[src/rtl/fetch_prefetch_queue.sv]
// Instruction prefetch queue: fetches sequential instructions from program memory into a
// small FIFO and discards in-flight data when a branch redirects the stream.
module fetch_prefetch_queue #(
    parameter int unsigned          PC_WIDTH   = 32,
    parameter int unsigned          INST_WIDTH = 32,
    parameter int unsigned          DEPTH      = 4,
    parameter logic [PC_WIDTH-1:0]  RESET_PC   = '0
) (
    input  logic                     i_Clock,
    input  logic                     i_Reset,
    output logic                     o_PgmReq,
    output logic [PC_WIDTH-1:0]      o_PgmAddr,
    input  logic                     i_PgmAck,
    input  logic [INST_WIDTH-1:0]    i_PgmInst,
    output logic                     o_Valid,
    output logic [INST_WIDTH-1:0]    o_Inst,
    output logic [PC_WIDTH-1:0]      o_PC,
    input  logic                     i_Ready,
    input  logic                     i_Redirect,
    input  logic [PC_WIDTH-1:0]      i_RedirectPC,
    output logic [$clog2(DEPTH):0]   o_Count
);

    localparam int unsigned PtrW = $clog2(DEPTH);
    localparam int unsigned CntW = PtrW + 1;

    typedef enum logic [1:0] {StIdle, StFetch, StDiscard} state_e;

    state_e                 state_q;
    logic [PC_WIDTH-1:0]    fetch_pc_q;
    logic [PC_WIDTH-1:0]    discard_pc_q;
    logic [PtrW-1:0]        wr_ptr_q, wr_ptr_d;
    logic [PtrW-1:0]        rd_ptr_q, rd_ptr_d;
    logic [CntW-1:0]        count_q, count_d;

    logic [PC_WIDTH-1:0]    pc_mem   [DEPTH];
    logic [INST_WIDTH-1:0]  inst_mem [DEPTH];

    logic push;
    logic pop;

    // Request is a pure decode of state and occupancy, so no input reaches it combinationally.
    assign o_PgmReq  = ((state_q == StFetch) && (count_q != CntW'(DEPTH))) ||
                       (state_q == StDiscard);
    assign o_PgmAddr = (state_q == StDiscard) ? discard_pc_q : fetch_pc_q;

    assign o_Valid = (count_q != '0);
    assign o_Count = count_q;
    assign o_Inst  = inst_mem[rd_ptr_q];
    assign o_PC    = pc_mem[rd_ptr_q];

    assign push = (state_q == StFetch) && o_PgmReq && i_PgmAck && !i_Redirect;
    assign pop  = o_Valid && i_Ready && !i_Redirect;

    always_ff @(posedge i_Clock or posedge i_Reset) begin
        if (i_Reset) begin
            state_q      <= StIdle;
            fetch_pc_q   <= RESET_PC;
            discard_pc_q <= RESET_PC;
        end else begin
            unique case (state_q)
                StIdle: begin
                    state_q <= StFetch;
                    if (i_Redirect) fetch_pc_q <= i_RedirectPC;
                end
                StFetch: begin
                    if (i_Redirect) begin
                        fetch_pc_q <= i_RedirectPC;
                        // An unacked request must still complete on the bus; park it.
                        if (o_PgmReq && !i_PgmAck) begin
                            discard_pc_q <= fetch_pc_q;
                            state_q      <= StDiscard;
                        end
                    end else if (push) begin
                        fetch_pc_q <= fetch_pc_q + PC_WIDTH'(4);
                    end
                end
                StDiscard: begin
                    if (i_Redirect) begin
                        fetch_pc_q <= i_RedirectPC;
                    end else if (i_PgmAck) begin
                        state_q <= StFetch;
                    end
                end
                default: state_q <= StIdle;
            endcase
        end
    end

    always_comb begin
        wr_ptr_d = wr_ptr_q;
        rd_ptr_d = rd_ptr_q;
        count_d  = count_q;
        if (i_Redirect) begin
            wr_ptr_d = '0;
            rd_ptr_d = '0;
            count_d  = '0;
        end else begin
            if (push) wr_ptr_d = wr_ptr_q + PtrW'(1);
            if (pop)  rd_ptr_d = rd_ptr_q + PtrW'(1);
            unique case ({push, pop})
                2'b10:   count_d = count_q + CntW'(1);
                2'b01:   count_d = count_q - CntW'(1);
                default: count_d = count_q;
            endcase
        end
    end

    always_ff @(posedge i_Clock or posedge i_Reset) begin
        if (i_Reset) begin
            wr_ptr_q <= '0;
            rd_ptr_q <= '0;
            count_q  <= '0;
        end else begin
            wr_ptr_q <= wr_ptr_d;
            rd_ptr_q <= rd_ptr_d;
            count_q  <= count_d;
        end
    end

    always_ff @(posedge i_Clock) begin
        if (push) begin
            pc_mem[wr_ptr_q]   <= fetch_pc_q;
            inst_mem[wr_ptr_q] <= i_PgmInst;
        end
    end

endmodule

[config.mk]
export PLATFORM = sky130hd
export DESIGN_NAME = fetch_prefetch_queue
export DESIGN_NICKNAME = d
export VERILOG_FILES = /design/src/rtl/fetch_prefetch_queue.sv
export SDC_FILE = /design/constraint.sdc
export NUM_CORES = 1
export LEC_CHECK = 0
export ABC_AREA = 1
export CAP_MARGIN = 40
export CORE_MARGIN = 2
export CORE_UTILIZATION = 35
export CTS_CLUSTER_SIZE = 16
export DETAILED_ROUTE_END_ITERATION = 8
export SKIP_CTS_REPAIR_TIMING = 1
export SLEW_MARGIN = 20
export SYNTH_ARGS = -nofsm -noshare
export SYNTH_HDL_FRONTEND = slang
export SYNTH_SLANG_ARGS = --single-unit
[constraint.sdc]
create_clock -name i_Clock -period 12 [get_ports i_Clock]
set_input_delay 1.2 -clock i_Clock [delete_from_list [all_inputs] [get_ports i_Clock]]
set_output_delay 1.2 -clock i_Clock [all_outputs]
set_load 0.02 [all_outputs]
Yosys cells after proc, flatten, opt, wreduce, memory -nomap -nowiden
Memory sizes are Yosys's and may differ from the RTL's. Index checks and enable logic that the tools add are counted.

$add $sub $neg: 5. Eq/ne operators: 11. Muxes and demuxes: 18. Reductions and logical operators: 20.

Operators with widths (count): $mux 32 (4); $pmux 32 s2 (1); $add 32x3->32 const B (1); $mux 2 (8); $logic_and 1x1->1 (7); $ne 2x2->1 const B (3); $ne 3x3->1 const B (2); $pmux 2 s3 (1); $pmux 3 s2 (1); $reduce_and 3->1 (2); $reduce_bool 2->1 (3); $reduce_bool 3->1 (2); $add 2x1->2 const B (2); $eq 2x1->1 const B (2); $eq 2x2->1 const B (2); $ne 2x1->1 const B (2); $reduce_and 4->1 (1); $add 3x1->3 const B (1); $mux 3 (1); $sub 3x1->3 const B (1); $logic_not 1->1 (2); $logic_not 2->1 (1); $mux 1 (2); $reduce_or 2->1 (1); $logic_or 1x1->1 (1).

Register bits after elaboration: 73. Memory bits (writable): 256. Input port bits: 69. Logic and storage cells: 62. Memories kept: 2.

Memories: inst_mem (depth 4, bits a word 32, read ports 1, clocked after Yosys merged registers in 0, write ports 1, RTL line 37) `logic [INST_WIDTH-1:0] inst_mem [DEPTH];`; pc_mem (depth 4, bits a word 32, read ports 1, clocked after Yosys merged registers in 0, write ports 1, RTL line 36) `logic [PC_WIDTH-1:0] pc_mem [DEPTH];`.

Depth between registers and ports, before layout
Depth in word-level cells: 9. Depth in mapped cells: 12. Mapped depth without buffers: 12.

Least setup slack after synthesis
No wires, ideal clock.

Path kind: in2reg. Start point: input i_PgmAck. End point: memory inst_mem[0][0], enable pin. Setup time: 0.486 ns. Data arrival time: 4.261 ns. Required time: 11.514 ns. Setup slack: 7.253 ns. Cell stages on the path: 4. Buffers on the path: 0. Cell sequence: nand3_2 > nor2_1 > inv_1 > nor2_1.

Cells in the longest elaborated chain, start to end: 4.

RTL lines: from (decl) (RTL line 13) `input logic i_PgmAck,`; $logic_and 1x1->1 (2 in a row) (RTL line 52) `assign push = (state_q == StFetch) && o_PgmReq && i_PgmAck && !i_Redirect;`; $mux 1 (RTL line 122) `if (push) begin`; $mux 1 (implied by the code) (RTL line 124) `inst_mem[wr_ptr_q] <= i_PgmInst;`; to (decl) (RTL line 37).

Every way passes these cells.

Worst setup path after layout
Start point: register rd_ptr_q[0]. End point: output o_PC[24].

Cells in the longest elaborated chain, start to end: 1.

RTL lines: from (decl) (RTL line 33) `logic [PtrW-1:0] rd_ptr_q, rd_ptr_d;`; from (signal assigned) (RTL line 116) `rd_ptr_q <= rd_ptr_d;`; $mem_v2 4x32; to (decl) (RTL line 17) `output logic [PC_WIDTH-1:0] o_PC,`.

Every way passes these cells.

==> results.md <==
- Hold Fails Final Rpt: 0
- Ports: 170
- Antenna diodes: 0
- Total global routing track utilization: 17.3%
- CP required: 10.80 ns
- Detailed-router iteration count before antenna repair: 5
- Antenna violations before repair: 0
- Initial Utilization: about a third
- Lkg Pwr: 6.38 nW
- CTS Buf Count: 37
- Hold depth: 2
- Crit path launch type: register
- Share of cells above drive strength 1: 7.90%
- Root Driver: clkbuf_16
- Syn Nets: 1360
- Clock transition at path regs: 0.06 ns
- Count of antenna-violating nets left after detailed routing: 0
- Max_cap viols: 0
- Pwr per Cell Area: 241 mW/mm^2
- Final Skew: between 0.01 and 0.015 ns
- Worst R2R Path Depth: 7
- DIE AREA: ~0.042 mm^2
- Drt total wl: approximately 36000 um
- Post-synthesis register bit count: 329
- Critical path endpoint category: output pin
- RSZ-0062 raised after global routing: no
- Std cell rows: 73
- Dpl hpwl: 22000 um
- CTS tree: done
- DR DRC count: 0
- Warning count from the yosys run: 0
- Ranking of synthesized cells by area: edfxtp_1 55%, dfrtp_1 13%, nor2_1 6.4%
- Slew Limit Headroom: 45.9%
- Worst EP arrival: 3.41 ns
- Sequential area share after synthesis: 68.1%
- Gp weighted congestion: 0.803
- Fmax: 0.217 GHz
- Via count: 9845
- Endpoints failing setup: 0
- Post-synthesis cell type count: 32
- Vias in the first global route: 9723
- Die Ht: about 200 um
- Clock Sinks: 329
- Main synth FF type: edfxtp_1
- Crit Path Max Fanout: 76
- Synth top area share: a little under three fifths
- Final min period: roughly 4.6 ns
- Slew Viols, Final: 0
- Iteration-0 DRC Markers: 652
- Worst min path class: reg -> reg
- Worst skew pair latency: 0.54 ns
- Post-layout nets: 1517
- Peak supply drop: just under 0.2 mV
- Synth area leader: edfxtp_1
- I/O Buffers: 169
- Syn Area/Cell: approximately 11 um^2
- Post-Syn Instances: 1285
- H-tree depth: 2
- Ys async rst share: 22.2%
- Routed wire length per instance: 17.9 um
- Max Root-Sink Buffers: 3
- Growth of design area from synthesis to finish: 24.4%
- Worst-margin pin slew: 0.812 ns
- Netlist Area Pre-Place: 0.0140 mm^2
- Fin crit share: 38.5%
- Setup TNS: 0 ns
- Total core area: 0.0395 mm^2
- Global-route wire length before repair: 55200 um
- Worst Path Class, Setup: reg -> out
- Status: finished, final reports clean
- Largest net degree at the start of global routing: 91
- Gr ovfl total: 0
- Number of synthesized flops with an enable pin: 256
- Via density: 4.94
- Die X: approximately 200 um
- Fin util: roughly 44%
placed cells by master, fill, tap and decap left out, types with 2 or more instances in the layout:
master,n
inv_2,5
buf_12,4
nand4_1,5
ha_1,5
dfrtp_1,71
nor2_4,13
clkbuf_1,12
inv_6,3
buf_4,11
nand3_1,41
a22oi_1,4
clkinv_1,3
inv_1,61
clkdlybuf4s50_1,169
nand3_2,2
o21bai_1,2
nand2_4,5
bufinv_16,2
o22ai_1,67
o21ai_1,12
clkinv_2,6
nand2_1,183
o21ai_0,179
clkbuf_8,2
clkbuf_16,37
buf_16,2
nand2_2,7
a21oi_1,44
edfxtp_1,256
nor2_2,11
nor2_1,235
kinds of logic (layout without fill, tap and decap cells):
family,after synthesis,in the layout,synth area share [%]
XOR/XNOR,1,1,0.0627
buffers and inverters,135,319,4.21
AO/OA/AOI/OAI,309,309,11.8
AND/OR/NAND/NOR,504,504,15.2
flip-flops,329,329,68.1
multiplexers,1,1,0.0806
adder cells (fa/ha/maj),6,6,0.591
where the power goes:
part	switching [W]	internal, W	total [W]	leakage, nW
registers	0.000218	0.00147	0.00169	3.20
clock network	0.000452	0.000628	0.00108	0.555
logic	0.000871	0.000551	0.00142	2.62
total	0.00154	0.00265	0.00419	6.38
cell usage after synthesis, types with 8 or more instances:
master and count:
a21oi_1 44, buf_2 27, clkbuf_1 31, dfrtp_1 73
edfxtp_1 256, inv_1 63, nand2_1 184, nand3_1 41
nor2_1 239, nor2_2 12, nor2_4 8, o21ai_0 179
o21ai_1 12, o22ai_1 67
per-stage QoR:
step | power (W) | setup WS [ns] | area, um^2 | hold WS [ns] | instances
2_1_floorplan | 0.00249 | 7.25 | 14000 | 0.454 | 1285
3_3_place_gp | 0.00311 | 7.69 | 16100 | 0.467 | 1922
3_5_place_dp | 0.00314 | 7.65 | 16200 | 0.476 | 1925
4_1_cts | 0.00423 | 7.07 | 17300 | 0.490 | 1991
5_1_grt | 0.00444 | 7.10 | 17400 | 0.506 | 1994
6_report | 0.00419 | 7.39 | 17400 | 0.485 | 1994
sequential cells by signal, indices dropped and copies added (netlist names):
signal and cells:
discard_pc_q 32, state_q 2, fetch_pc_q 32, rd_ptr_q 2, wr_ptr_q 2, o_Count 3, pc_mem 128, inst_mem 128
layer usage:
layer	part of all wire (%)	global-route usage [%]	vias up
met4	2.3	6.10	0
met3	5.8	3.28	50
met5	0	0	-
li1	-	-	4798
met2	45	27.0	284
met1	47	24.3	4713
critical path: stages (launching register included):
cell	delay, ns
dfrtp_4	0.74
clkinv_2	0.58
buf_4	0.40
buf_16	0.22
o21ai_0	0.20
o22ai_1	0.12
clkdlybuf4s50_1	0.56
worst paths after layout:
kind	from	endpoint	slack (ns)
max in group asynchronous	i_Reset	rd_ptr_q[0]$_DFFE_PP0P_	10.33
min	discard_pc_q[14]$_DFFE_PP0P_	discard_pc_q[14]$_DFFE_PP0P_	0.48
max reg2reg	o_Count[0]$_DFFE_PP0P_	inst_mem[0][5]$_DFFE_PP_	9.02
min reg2reg	discard_pc_q[14]$_DFFE_PP0P_	discard_pc_q[14]$_DFFE_PP0P_	0.48
min in group asynchronous	i_Reset	fetch_pc_q[0]$_DFFE_PP0P_	1.07
max	rd_ptr_q[0]$_DFFE_PP0P_	o_PC[24]	7.39
area by class of cell:
cell class              instances  area (um^2)
fillers                      3682        22200
clock inverters                15          139
well taps                     525          657
flip-flops and latches        329         9520
clock buffers                  51          998
multi-input cells             821         3900
inverters                      67          253
repair buffers                186         1910
Note: power is estimated with default switching activity, not from simulation.
